<file path="src/rtl/distfix_mul_pkg.sv">
`default_nettype none
// distfix_mul_pkg: shared widths and default parameters for the arbitrated multiplier (rev 1.0)
package distfix_mul_pkg;
   localparam int OPW            = 17;
   localparam int PW             = 34;
   localparam int N_REQ_DEF      = 4;
   localparam int NUM_STAGE_DEF  = 3;
   localparam int FIFO_DEPTH_DEF = 4;

   // Index width that stays legal when a count collapses to 1.
   function automatic int idx_w(input int n);
      return (n > 1) ? $clog2(n) : 1;
   endfunction
endpackage
`default_nettype wire

</file>
<file path="src/rtl/distfix_mul_pipe.sv">
`default_nettype none
// distfix_mul_pipe: signed 17x17 multiplier pipeline carrying valid and id (rev 1.0)
module distfix_mul_pipe
   import distfix_mul_pkg::*;
#(
   parameter int NUM_STAGE = NUM_STAGE_DEF,
   parameter int IDW       = 2
) (
   input  logic                  clk,
   input  logic                  rst_n,
   input  logic                  in_valid,
   input  logic [IDW-1:0]        in_id,
   input  logic signed [OPW-1:0] in_a,
   input  logic signed [OPW-1:0] in_b,
   output logic                  out_valid,
   output logic [IDW-1:0]        out_id,
   output logic signed [PW-1:0]  out_p
);
   // The parent's result-FIFO write is the final stage, so only NUM_STAGE-1 registers live here.
   localparam int NREG = NUM_STAGE - 1;

   logic signed [PW-1:0] a_ext;
   logic signed [PW-1:0] b_ext;
   logic signed [PW-1:0] prod;

   assign a_ext = in_a;
   assign b_ext = in_b;
   assign prod  = a_ext * b_ext;

   generate
      if (NREG == 0) begin : g_bypass
         assign out_valid = in_valid;
         assign out_id    = in_id;
         assign out_p     = prod;
      end else begin : g_regs
         logic                 vld  [NREG];
         logic [IDW-1:0]       id_q [NREG];
         logic signed [PW-1:0] p_q  [NREG];

         always_ff @(posedge clk) begin
            if (!rst_n) begin
               for (int s = 0; s < NREG; s++) vld[s] <= 1'b0;
            end else begin
               vld[0] <= in_valid;
               for (int s = 1; s < NREG; s++) vld[s] <= vld[s-1];
            end
         end

         always_ff @(posedge clk) begin
            id_q[0] <= in_id;
            p_q[0]  <= prod;
            for (int s = 1; s < NREG; s++) begin
               id_q[s] <= id_q[s-1];
               p_q[s]  <= p_q[s-1];
            end
         end

         assign out_valid = vld[NREG-1];
         assign out_id    = id_q[NREG-1];
         assign out_p     = p_q[NREG-1];
      end
   endgenerate
endmodule
`default_nettype wire

</file>
<file path="src/rtl/distfix_mul_arb.sv">
`default_nettype none
// distfix_mul_arb: round-robin requesters sharing one pipelined multiplier, credit-gated result FIFO (rev 1.0)
module distfix_mul_arb
   import distfix_mul_pkg::*;
#(
   parameter  int N_REQ      = N_REQ_DEF,
   parameter  int NUM_STAGE  = NUM_STAGE_DEF,
   parameter  int FIFO_DEPTH = FIFO_DEPTH_DEF,
   localparam int IDW        = idx_w(N_REQ)
) (
   input  logic                   ap_clk,
   input  logic                   ap_rst_n,
   input  logic [N_REQ-1:0]       req_valid,
   output logic [N_REQ-1:0]       req_ready,
   input  logic [OPW*N_REQ-1:0]   req_a,
   input  logic [OPW*N_REQ-1:0]   req_b,
   output logic                   rsp_valid,
   input  logic                   rsp_ready,
   output logic signed [PW-1:0]   rsp_p,
   output logic [IDW-1:0]         rsp_id
);
   localparam int              CW       = $clog2(FIFO_DEPTH + 1);
   localparam int              PTRW     = idx_w(FIFO_DEPTH);
   localparam logic [IDW-1:0]  LAST_IDX = IDW'(N_REQ - 1);
   localparam logic [PTRW-1:0] PTR_MAX  = PTRW'(FIFO_DEPTH - 1);
   localparam logic [CW-1:0]   CREDITS  = CW'(FIFO_DEPTH);

   typedef struct packed {
      logic [IDW-1:0]       id;
      logic signed [PW-1:0] p;
   } rsp_t;

   logic signed [OPW-1:0] a_arr [N_REQ];
   logic signed [OPW-1:0] b_arr [N_REQ];

   generate
      for (genvar i = 0; i < N_REQ; i++) begin : g_unpack
         assign a_arr[i] = req_a[OPW*i +: OPW];
         assign b_arr[i] = req_b[OPW*i +: OPW];
      end
   endgenerate

   logic [IDW-1:0]  last_grant;
   logic [IDW-1:0]  grant_id;
   logic [IDW-1:0]  cand;
   logic            grant_found;
   logic            can_issue;
   logic            xfer;
   logic            pop;
   logic            push;
   logic [CW-1:0]   outstanding;
   logic [CW-1:0]   count;
   logic [PTRW-1:0] wr_ptr;
   logic [PTRW-1:0] rd_ptr;
   rsp_t            mem [FIFO_DEPTH];

   logic                 pipe_valid;
   logic [IDW-1:0]       pipe_id;
   logic signed [PW-1:0] pipe_p;

   // Search order starts just after the previous winner.
   always_comb begin
      grant_found = 1'b0;
      grant_id    = '0;
      cand        = '0;
      for (int k = 1; k <= N_REQ; k++) begin
         cand = IDW'((int'(last_grant) + k) % N_REQ);
         if (!grant_found && req_valid[cand]) begin
            grant_found = 1'b1;
            grant_id    = cand;
         end
      end
   end

   // Credits cover both in-flight ops and queued results, so the FIFO can never overflow.
   assign can_issue = ap_rst_n && (outstanding < CREDITS);
   assign xfer      = can_issue && grant_found;

   always_comb begin
      req_ready = '0;
      if (xfer) req_ready[grant_id] = 1'b1;
   end

   assign rsp_valid = ap_rst_n && (count != '0);
   assign pop       = rsp_valid && rsp_ready;
   assign push      = pipe_valid;
   assign rsp_p     = mem[rd_ptr].p;
   assign rsp_id    = mem[rd_ptr].id;

   distfix_mul_pipe #(
      .NUM_STAGE (NUM_STAGE),
      .IDW       (IDW)
   ) u_pipe (
      .clk       (ap_clk),
      .rst_n     (ap_rst_n),
      .in_valid  (xfer),
      .in_id     (grant_id),
      .in_a      (a_arr[grant_id]),
      .in_b      (b_arr[grant_id]),
      .out_valid (pipe_valid),
      .out_id    (pipe_id),
      .out_p     (pipe_p)
   );

   always_ff @(posedge ap_clk) begin
      if (!ap_rst_n) begin
         last_grant  <= LAST_IDX;
         outstanding <= '0;
         count       <= '0;
         wr_ptr      <= '0;
         rd_ptr      <= '0;
      end else begin
         if (xfer) last_grant <= grant_id;
         outstanding <= outstanding + CW'(xfer) - CW'(pop);
         count       <= count + CW'(push) - CW'(pop);
         if (push) wr_ptr <= (wr_ptr == PTR_MAX) ? '0 : wr_ptr + 1'b1;
         if (pop)  rd_ptr <= (rd_ptr == PTR_MAX) ? '0 : rd_ptr + 1'b1;
      end
   end

   always_ff @(posedge ap_clk) begin
      if (push) mem[wr_ptr] <= '{id: pipe_id, p: pipe_p};
   end
endmodule
`default_nettype wire

</file>
<file path="config.mk">
export PLATFORM = sky130hd
export DESIGN_NAME = distfix_mul_arb
export DESIGN_NICKNAME = d
export VERILOG_FILES = /design/src/rtl/distfix_mul_pkg.sv /design/src/rtl/distfix_mul_pipe.sv /design/src/rtl/distfix_mul_arb.sv
export SDC_FILE = /design/constraint.sdc
export NUM_CORES = 1
export LEC_CHECK = 0
export ABC_AREA = 1
export BUFFER_PORTS_ARGS = -buffer_cell sky130_fd_sc_hd__buf_2
export CORE_MARGIN = 2
export CORE_UTILIZATION = 56
export DETAILED_ROUTE_END_ITERATION = 8
export PLACE_DENSITY = 0.79
export SLEW_MARGIN = 20
export SYNTH_ARGS = -nofsm -noshare
export SYNTH_HDL_FRONTEND = slang
export SYNTH_HIERARCHICAL = 1
export SYNTH_SLANG_ARGS = --single-unit
</file>
<file path="constraint.sdc">
create_clock -name ap_clk -period 6.8 [get_ports ap_clk]
set_input_delay 0.68 -clock ap_clk [delete_from_list [all_inputs] [get_ports ap_clk]]
set_output_delay 0.68 -clock ap_clk [all_outputs]
set_load 0.03 [all_outputs]
</file>
After elaboration in Yosys (flattened, before gate mapping)
Memories as Yosys holds them, arrays and structs flattened. A register that Yosys moved wholly into a read port is not among the register bits. Cells that the tools add are included.

Register bits after elaboration: 12. Bits in writable memories: 218. Input port bits: 143. Output and inout port bits: 41. Logic and storage cells: 80. Memories: 4.

Memories: mem (words 4, bits a word 36, rd ports 1, clocked after memory_dff 1, write ports 1, line distfix_mul_arb.sv:55) `rsp_t mem [FIFO_DEPTH];`; u_pipe.g_regs.p_q (words 2, bits a word 34, rd ports 2, clocked after memory_dff 0, write ports 2, line distfix_mul_pipe.sv:38) `logic signed [PW-1:0] p_q [NREG];`; u_pipe.g_regs.id_q (words 2, bits a word 2, rd ports 2, clocked after memory_dff 0, write ports 2, line distfix_mul_pipe.sv:37) `logic [IDW-1:0] id_q [NREG];`; u_pipe.g_regs.vld (words 2, bits a word 1, rd ports 2, clocked after memory_dff 0, write ports 2, line distfix_mul_pipe.sv:36) `logic vld [NREG];`.

Add/sub/neg operators: 10. Multipliers: 1. Order comparisons: 8. Eq/ne operators: 2. Mux-type cells: 35. Bitwise operators: 3. Reductions and logical operators: 12.

Operator list (count): 17-bit binary-select mux with 2-bit select (2); 17-bit 2-to-1 mux (4); 17-bit by 17-bit multiplier with 34-bit output (1); 2-bit 2-to-1 mux (8); 2-bit by 3-bit < comparator with 1-bit output (second input constant) (5); 1-bit 2-to-1 mux (15); 2-bit by 1-bit adder with 2-bit output (second input constant) (4); 1-bit binary-select mux with 2-bit select (4); 1-bit logical AND (8); 3-bit by 1-bit adder with 3-bit output (2); 3-bit by 1-bit subtractor with 3-bit output (2); 2-bit adder (second input constant) (2); 2-bit == test (second input constant) (2); 4-bit 2-to-1 mux (1); 3-bit >= comparator (second input constant) (1); 1-bit zero test (3); 3-bit < comparator (second input constant) (1); 2-bit NOT with 3-bit output (1); 3-bit nonzero test (1); 1-bit demux with 2-bit select (1); 2-bit by 1-bit >= comparator with 1-bit output (second input constant) (1); 1-bit OR (2).

Longest topological paths before layout
Gate-level depths: netlist of run 1.

Word-level depth: 18. Gate-level depth with buffers: 45.

Cells and area by module
The synthesis of run 1 kept the hierarchy.

Modules (own cells, without submodules): distfix_mul_pipe (times used 1, cells each 1710, area each 13681.9 um2, seq. area each 1481.4 um2); distfix_mul_arb (times used 1, cells each 825, area each 7800.0 um2, seq. area each 4604.4 um2).

Worst setup path after synthesis of run 1
No wires, ideal clock.

Kind: input to register. Start point: in req_valid[3]. End point: mem u_pipe.g_regs.p_q[0][33]. Setup time: 0.112 ns. Arrival: 6.825 ns. Required time: 6.688 ns. Slack: -0.137 ns. Cell stages on the path: 30. Cell sequence: nand2_1 > nand2_2 > nand2_2 > nand2_1 > nor2_4 > nand2_2 > o31ai_4 > buf_6 > nand2_1 > nand2_1 > clkbuf_1 > clkbuf_1 > nand2_1 > inv_1 > fa_1 > fa_1 > fa_1 > fa_1 > inv_1 > fa_1 > fa_1 > inv_1 > ha_1 > inv_1 > nor3_1 > and2_1 > and2_4 > a21oi_1 > nand2_1 > nand2_1.

RTL lines: start, declared (line distfix_mul_arb.sv:13) `input logic [N_REQ-1:0] req_valid,`; end, declared (line distfix_mul_pipe.sv:38).

==> results of run 1 <==
per-stage QoR:
stage / TNS (ns) / cell area, µm²
5_1_grt: -1.002 / 25950
3_5_place_dp: -4.376 / 23830
6_report: 0 / 25960
4_1_cts: 0 / 24450
2_1_floorplan: 0 / 21490
3_3_place_gp: -2.138 / 23830
cell usage in the layout, fill, tap and decap left out, types with 8 or more instances in the layout:
cell / n
sky130_fd_sc_hd__fa_1: 285
sky130_fd_sc_hd__buf_2: 183
sky130_fd_sc_hd__fa_2: 13
sky130_fd_sc_hd__nor3_2: 8
sky130_fd_sc_hd__nand2_1: 652
sky130_fd_sc_hd__ha_1: 72
sky130_fd_sc_hd__a21oi_2: 14
sky130_fd_sc_hd__buf_6: 20
sky130_fd_sc_hd__nand2_2: 72
sky130_fd_sc_hd__buf_12: 25
sky130_fd_sc_hd__nand3_2: 18
sky130_fd_sc_hd__edfxtp_1: 144
sky130_fd_sc_hd__nand4_1: 9
sky130_fd_sc_hd__inv_1: 513
sky130_fd_sc_hd__nand3_1: 88
sky130_fd_sc_hd__clkbuf_1: 8
sky130_fd_sc_hd__o22ai_1: 36
sky130_fd_sc_hd__o21ai_0: 80
sky130_fd_sc_hd__xor2_1: 16
sky130_fd_sc_hd__nor2_4: 10
sky130_fd_sc_hd__dfxtp_1: 85
sky130_fd_sc_hd__a21oi_1: 16
sky130_fd_sc_hd__ha_4: 21
sky130_fd_sc_hd__clkbuf_16: 29
sky130_fd_sc_hd__buf_4: 167
sky130_fd_sc_hd__nand2_4: 25
sky130_fd_sc_hd__inv_2: 28
sky130_fd_sc_hd__nor2_1: 108
sky130_fd_sc_hd__nor2_2: 14
state kept, by name, indices dropped and copies added (netlist names), named ones only:
signal              cells
wr_ptr                  2
u_pipe/g_regs.vld       2
u_pipe/g_regs.p_q      68
last_grant              2
outstanding             3
rd_ptr                  2
count                   3
mem                   144
u_pipe/g_regs.id_q      4
cell type report:
type                    instances  area (µm²)
inverters                     546        2064
flip-flops and latches        232        6095
clock buffers                  29       544.3
diodes                          1       2.502
multi-input cells            1602       13400
repair buffers                407        3166
fillers                      2786       11800
well taps                     511       639.4
clock inverters                 7       45.04
final timing paths:
check / endpoint / cells after the start
worst max register to register: u_pipe/g_regs.p_q[0][28] / 33
worst min-delay path: u_pipe/g_regs.p_q[0][37] / 0
worst min register to register: u_pipe/g_regs.p_q[0][37] / 0
worst max-delay path: u_pipe/g_regs.p_q[0][28] / 33
logic make-up (layout without fill, tap and decap cells):
kind of cell / Yosys count / in the layout / share of synthesized area [%]
AOI/OAI and AO/OA: 166 / 166 / 4.316
xor gates and xnor gates: 22 / 22 / 0.8969
adders and majority gates: 392 / 392 / 33.25
buffers and inverters: 702 / 989 / 13.48
DFF: 232 / 232 / 28.33
other: 0 / 1 / 0
and+or+nand+nor: 1021 / 1022 / 19.73
repair_timing:
action / in CTS / in global routing
buffers inserted: 2 / 28
resized for setup: 4 / 254
cloned: 0 / 12
endpoints found under the setup margin: 18 / 23
pin swaps: 1 / 89
endpoints found under the hold margin: 0 / 0
critical path, delay by kind of cell, from the launching register on:
kind            cells  cell delay (ns)
buf+inv             9             0.94
compound gates      3             0.78
simple gates       14             1.26
flops               1             0.42
fa+ha+maj           7             3.16
metal layers:
layer	vias up	part of all wire (%)	track usage (%)
met3	145	6.2	2.688
met2	670	51	47.39
li1	8088	-	-
met5	-	0	0
met4	0	3.5	10.07
met1	8454	39	32.49
synthesized netlist by cell type, types with 6 or more instances:
cell,instances,area (µm²)
sky130_fd_sc_hd__inv_2,6,22.52
sky130_fd_sc_hd__inv_1,536,2012
sky130_fd_sc_hd__buf_2,10,50.05
sky130_fd_sc_hd__ha_1,94,1176
sky130_fd_sc_hd__nor2_1,121,454.2
sky130_fd_sc_hd__nand4_1,9,56.30
sky130_fd_sc_hd__buf_4,42,315.3
sky130_fd_sc_hd__xor2_1,18,157.7
sky130_fd_sc_hd__a21oi_1,33,165.2
sky130_fd_sc_hd__nand3_2,13,130.1
sky130_fd_sc_hd__nor2_2,7,43.79
sky130_fd_sc_hd__edfxtp_1,144,4324
sky130_fd_sc_hd__o21ai_0,82,410.4
sky130_fd_sc_hd__dfxtp_1,88,1762
sky130_fd_sc_hd__clkbuf_1,91,341.6
sky130_fd_sc_hd__nor3_1,10,50.05
sky130_fd_sc_hd__buf_6,8,90.09
sky130_fd_sc_hd__nand2_2,18,112.6
sky130_fd_sc_hd__nand3_1,94,470.5
sky130_fd_sc_hd__fa_1,298,5966
sky130_fd_sc_hd__o22ai_1,36,225.2
sky130_fd_sc_hd__nand2_1,728,2733
==> results.toml, run 1 <==
[outcome]
run_status = "finished clean"

[cts]
cts.sink_count = 232
cts-buffers-inserted = 20
cts_tree = "built"
path_clk_slew_ns = 0.06
cts.path.max_buffers = 3
ctsHoldBuffers = 0
number_of_h_tree_levels = 1
cts-root-buf = "sky130_fd_sc_hd__clkbuf_16"
clkLatencyLatePin_ns = 0.50

[sta]
clock_skew_ns = 0.01917
hold_viol = 0
finalWorstSetupSlack_ns = 0.1065
max_clock_freq_mhz = 149.4
layout_worst_path_cycle_share_pct = 98.43
layout_min_cycle_time_ns = 6.694
slew_of_the_pin_with_the_lowest_slew_margin_ns = 0.8978
worst_slew_margin_rel_pct = 40.15
number_of_setup_violations_in_the_final_report = 0
grt_setup_unrepaired = "yes"
whs_ns = 0.3256
final_max_slew_viols = 0

[logic_synthesis]
postSynth.asyncResetShare_pct = 0
postSynthRegisterBits = 232
mappedNetlistNets = 3070
ys_warn_count = 6
postSynth.topFlopCell = "sky130_fd_sc_hd__edfxtp_1"
postSynthAreaPerCell_um2 = 8.474
netlist_instances = 2535
yosysSeqAreaShare_pct = 28.33
synth.distinct_cells = 45
synthesis.area_um2 = 21480
synth_enable_flop_cells = 144

[place]
final_weighted_congestion_in_routability_driven_placement = 0.9845
dp.final_hpwl_um = 40470
buffer_ports.inserted = 183
dp.cells = 3256
dpl_worst_slack_ns = -0.3160

[global_routing]
grt_start_max_net_pins = 73
first_pass_grt_wire_length_um = 83880
antenna_found_initial = 0
first_global_vias = 17750
grt.total_usage_pct = 26.23
grt_overflow = 0

[routing]
postRouteAntennaNets = 0
drt_pre_antenna_iters = 6
vias_per_cell = 5.204
count_of_unresolved_drc_violations_after_routing = 0
overall_via_count_from_detail_route = 17360
detail_route.wl_per_cell_um = 16.23
detail_route.wirelength_um = 54130
detailedRoute.firstIterationViolations = 1142

[floorplan]
std_cell_rows = 71
core_um2 = 37760
die_height_um = 199.9
fp.dieArea_um2 = 39940
pin_count = 184
die_width_um = 199.9
initial_utilization_pct = 56.90

[worst_setup_path]
crit_path_max_incr_delay_ns = 0.55
worstSetupStartpoint = "last_grant[0]"
critical_path_class = "reg2reg"
ff2ff_setup_slack_ns = 0.11
worst_setup_path_end_kind = "register"
worst_endpoint_data_arrival_time_ns = 7.07
rr_startpoint = "last_grant[0]"
critical_path_peak_fanout = 14
crit_required_ns = 7.17
crit_path_start_kind = "register"
timing.critical_path.slowest_stage_cell = "sky130_fd_sc_hd__fa_1"

[final_layout]
layout.cells.non_filler = 3335
layout.core_utilization_pct = 68.75
drive_above_1_share_pct = 24.37
layout.nets = 3344
area.growth.synth_to_final_pct = 20.83

[worst_hold_path]
timing.hold.worst.class = "reg2reg"
holdCritStartpoint = "u_pipe/g_regs.p_q[0][3]"

[flow_run]
maxCapViolations = 0
Power of run 1 is not shown: default switching activity piles up to over one toggle a cycle in this logic, so the estimate is an artifact.
==> inputs of run 2 (changes only) <==
--- a/config.mk
+++ b/config.mk
@@ -7,6 +7,7 @@
 export LEC_CHECK = 0
 export ABC_AREA = 1
 export BUFFER_PORTS_ARGS = -buffer_cell sky130_fd_sc_hd__buf_2
+export CORE_ASPECT_RATIO = 0.8
 export CORE_MARGIN = 2
 export CORE_UTILIZATION = 56
 export DETAILED_ROUTE_END_ITERATION = 8
==> results.toml, run 2 (same netlist as run 1, synthesis figures left out) <==
[place]
final_weighted_congestion_in_routability_driven_placement = 0.9481
dp.final_hpwl_um = 42060
buffer_ports.inserted = 183
dpl_worst_slack_ns = -0.4018

[sta]
tns_ns = -0.004404
worst_slew_margin_rel_pct = 26.97
final_max_slew_viols = 0
whs_ns = 0.3213
layout_worst_path_cycle_share_pct = 100.1
clock_skew_ns = 0.01575
max_clock_freq_mhz = 147.0
layout_min_cycle_time_ns = 6.804
hold_viol = 0
grt_setup_unrepaired = "yes"
slew_of_the_pin_with_the_lowest_slew_margin_ns = 1.094
number_of_setup_violations_in_the_final_report = 1
finalWorstSetupSlack_ns = -0.004404

[routing]
overall_via_count_from_detail_route = 17650
count_of_unresolved_drc_violations_after_routing = 0
vias_per_cell = 5.263
detailedRoute.firstIterationViolations = 1591
detail_route.wirelength_um = 57190
drt_pre_antenna_iters = 6
detail_route.wl_per_cell_um = 17.06
postRouteAntennaNets = 0

[final_layout]
antenna_cells_inserted = 0
area.growth.synth_to_final_pct = 23.59
largest_register = "mem"
drive_above_1_share_pct = 26.94
layout.nets = 3376
top_regs = "mem x144, u_pipe/g_regs.p_q x68, u_pipe/g_regs.id_q x4"
layout.filler_cells = 2715
final_common_cell = "sky130_fd_sc_hd__nand2_1"
largest_reg_flops = 144
regArea_um2 = 6092
mostFrequentLayoutCells = "sky130_fd_sc_hd__nand2_1, sky130_fd_sc_hd__inv_1, sky130_fd_sc_hd__fa_1, sky130_fd_sc_hd__buf_4, sky130_fd_sc_hd__buf_2"
multi_input_comb_area_um2 = 13510

[worst_hold_path]
timing.hold.worst.class = "reg2reg"

[global_routing]
grt.total_usage_pct = 27.56
first_pass_grt_wire_length_um = 87870
grt_overflow = 0
grt_start_max_net_pins = 74
antenna_found_initial = 0
first_global_vias = 17830

[worst_setup_path]
crit_required_ns = 7.26
critical_path_peak_fanout = 8
crit_path_max_incr_delay_ns = 0.60
worst_setup_path_end_kind = "register"
critical_path_class = "reg2reg"
critical_path.most_common_cell = "sky130_fd_sc_hd__nand2_2"
worst_endpoint_data_arrival_time_ns = 7.27
timing.critical_path.slowest_stage_cell = "sky130_fd_sc_hd__fa_2"
crit_path_start_kind = "register"

[floorplan]
fp.dieArea_um2 = 39950
die_height_um = 179.2
pin_count = 184
die_width_um = 223.0
core_um2 = 38040
initial_utilization_pct = 56.48
std_cell_rows = 64

[cts]
cts.path.max_buffers = 3
cts-buffers-inserted = 23
cts.sink_count = 232
cts_tree = "built"
path_clk_slew_ns = 0.06
clkLatencyLatePin_ns = 0.52
cts-root-buf = "sky130_fd_sc_hd__clkbuf_16"
number_of_h_tree_levels = 1

[outcome]
run_status = "finished, violations left"
violations_in_the_final_reports = "negative setup slack"

[flow_run]
maxCapViolations = 0
run 2: changes by cell type in the layout (fill, tap and decap cells not counted), sizes merged:
cell	before	now
inv	544	546
clkbuf	38	42
bufinv	0	1
clkinvlp	0	2
clkinv	9	8
diode	1	0
buf	398	426
nand2	751	750
run 2: what timing repair did:
item / 4_1_cts / 5_1_grt
resized for setup: 18 / 281
pin swaps: 2 / 111
gates cloned: 0 / 14
setup endpoints to repair: 8 / 24
setup buffers: 0 / 34
hold buffers: 0 / 0
run 2: cell type report:
type / count / area share [%]
multi-input combinational: 1601 / 50.89
sequential: 232 / 22.95
timing repair buffer: 437 / 13.16
inverter: 546 / 7.776
clock buffer: 31 / 2.469
tap: 495 / 2.333
clock inverter: 11 / 0.4194
run 2: metrics by stage:
step,instance area [µm²],util [%],std cells
2_1_floorplan,21490,-,2535
3_3_place_gp,24050,63.24,3264
3_5_place_dp,24050,63.24,3264
4_1_cts,24890,65.45,3306
5_1_grt,26550,69.80,3353
6_report,26550,69.80,3353
run 2: worst max-delay path: cells and delay by family, from the launching register on:
kind,cells,cell delay [ns]
fa+ha+maj,7,3.39
simple gates,17,1.33
buf+inv,13,1.26
compound gates,3,0.40
flops,1,0.34
run 2: metal layers:
layer  share of wire [%]  GRT usage [%]
met1                  41          36.70
met4                 3.0          7.998
met3                 7.5          3.310
met5                   0              0
met2                  49          47.90
run 2: worst paths after layout:
| kind | slack, ns | from | endpoint | depth (start not counted) |
|---|---|---|---|---|
| setup / recovery | -0.004 | last_grant[0] | u_pipe/g_regs.p_q[0][33] | 40 |
| hold / removal | 0.32 | u_pipe/g_regs.p_q[0][10] | u_pipe/g_regs.p_q[0][44] | 0 |
| setup reg to reg | -0.004 | last_grant[0] | u_pipe/g_regs.p_q[0][33] | 40 |
| hold reg to reg | 0.32 | u_pipe/g_regs.p_q[0][10] | u_pipe/g_regs.p_q[0][44] | 0 |
Power of run 2 is left out for the same reason.
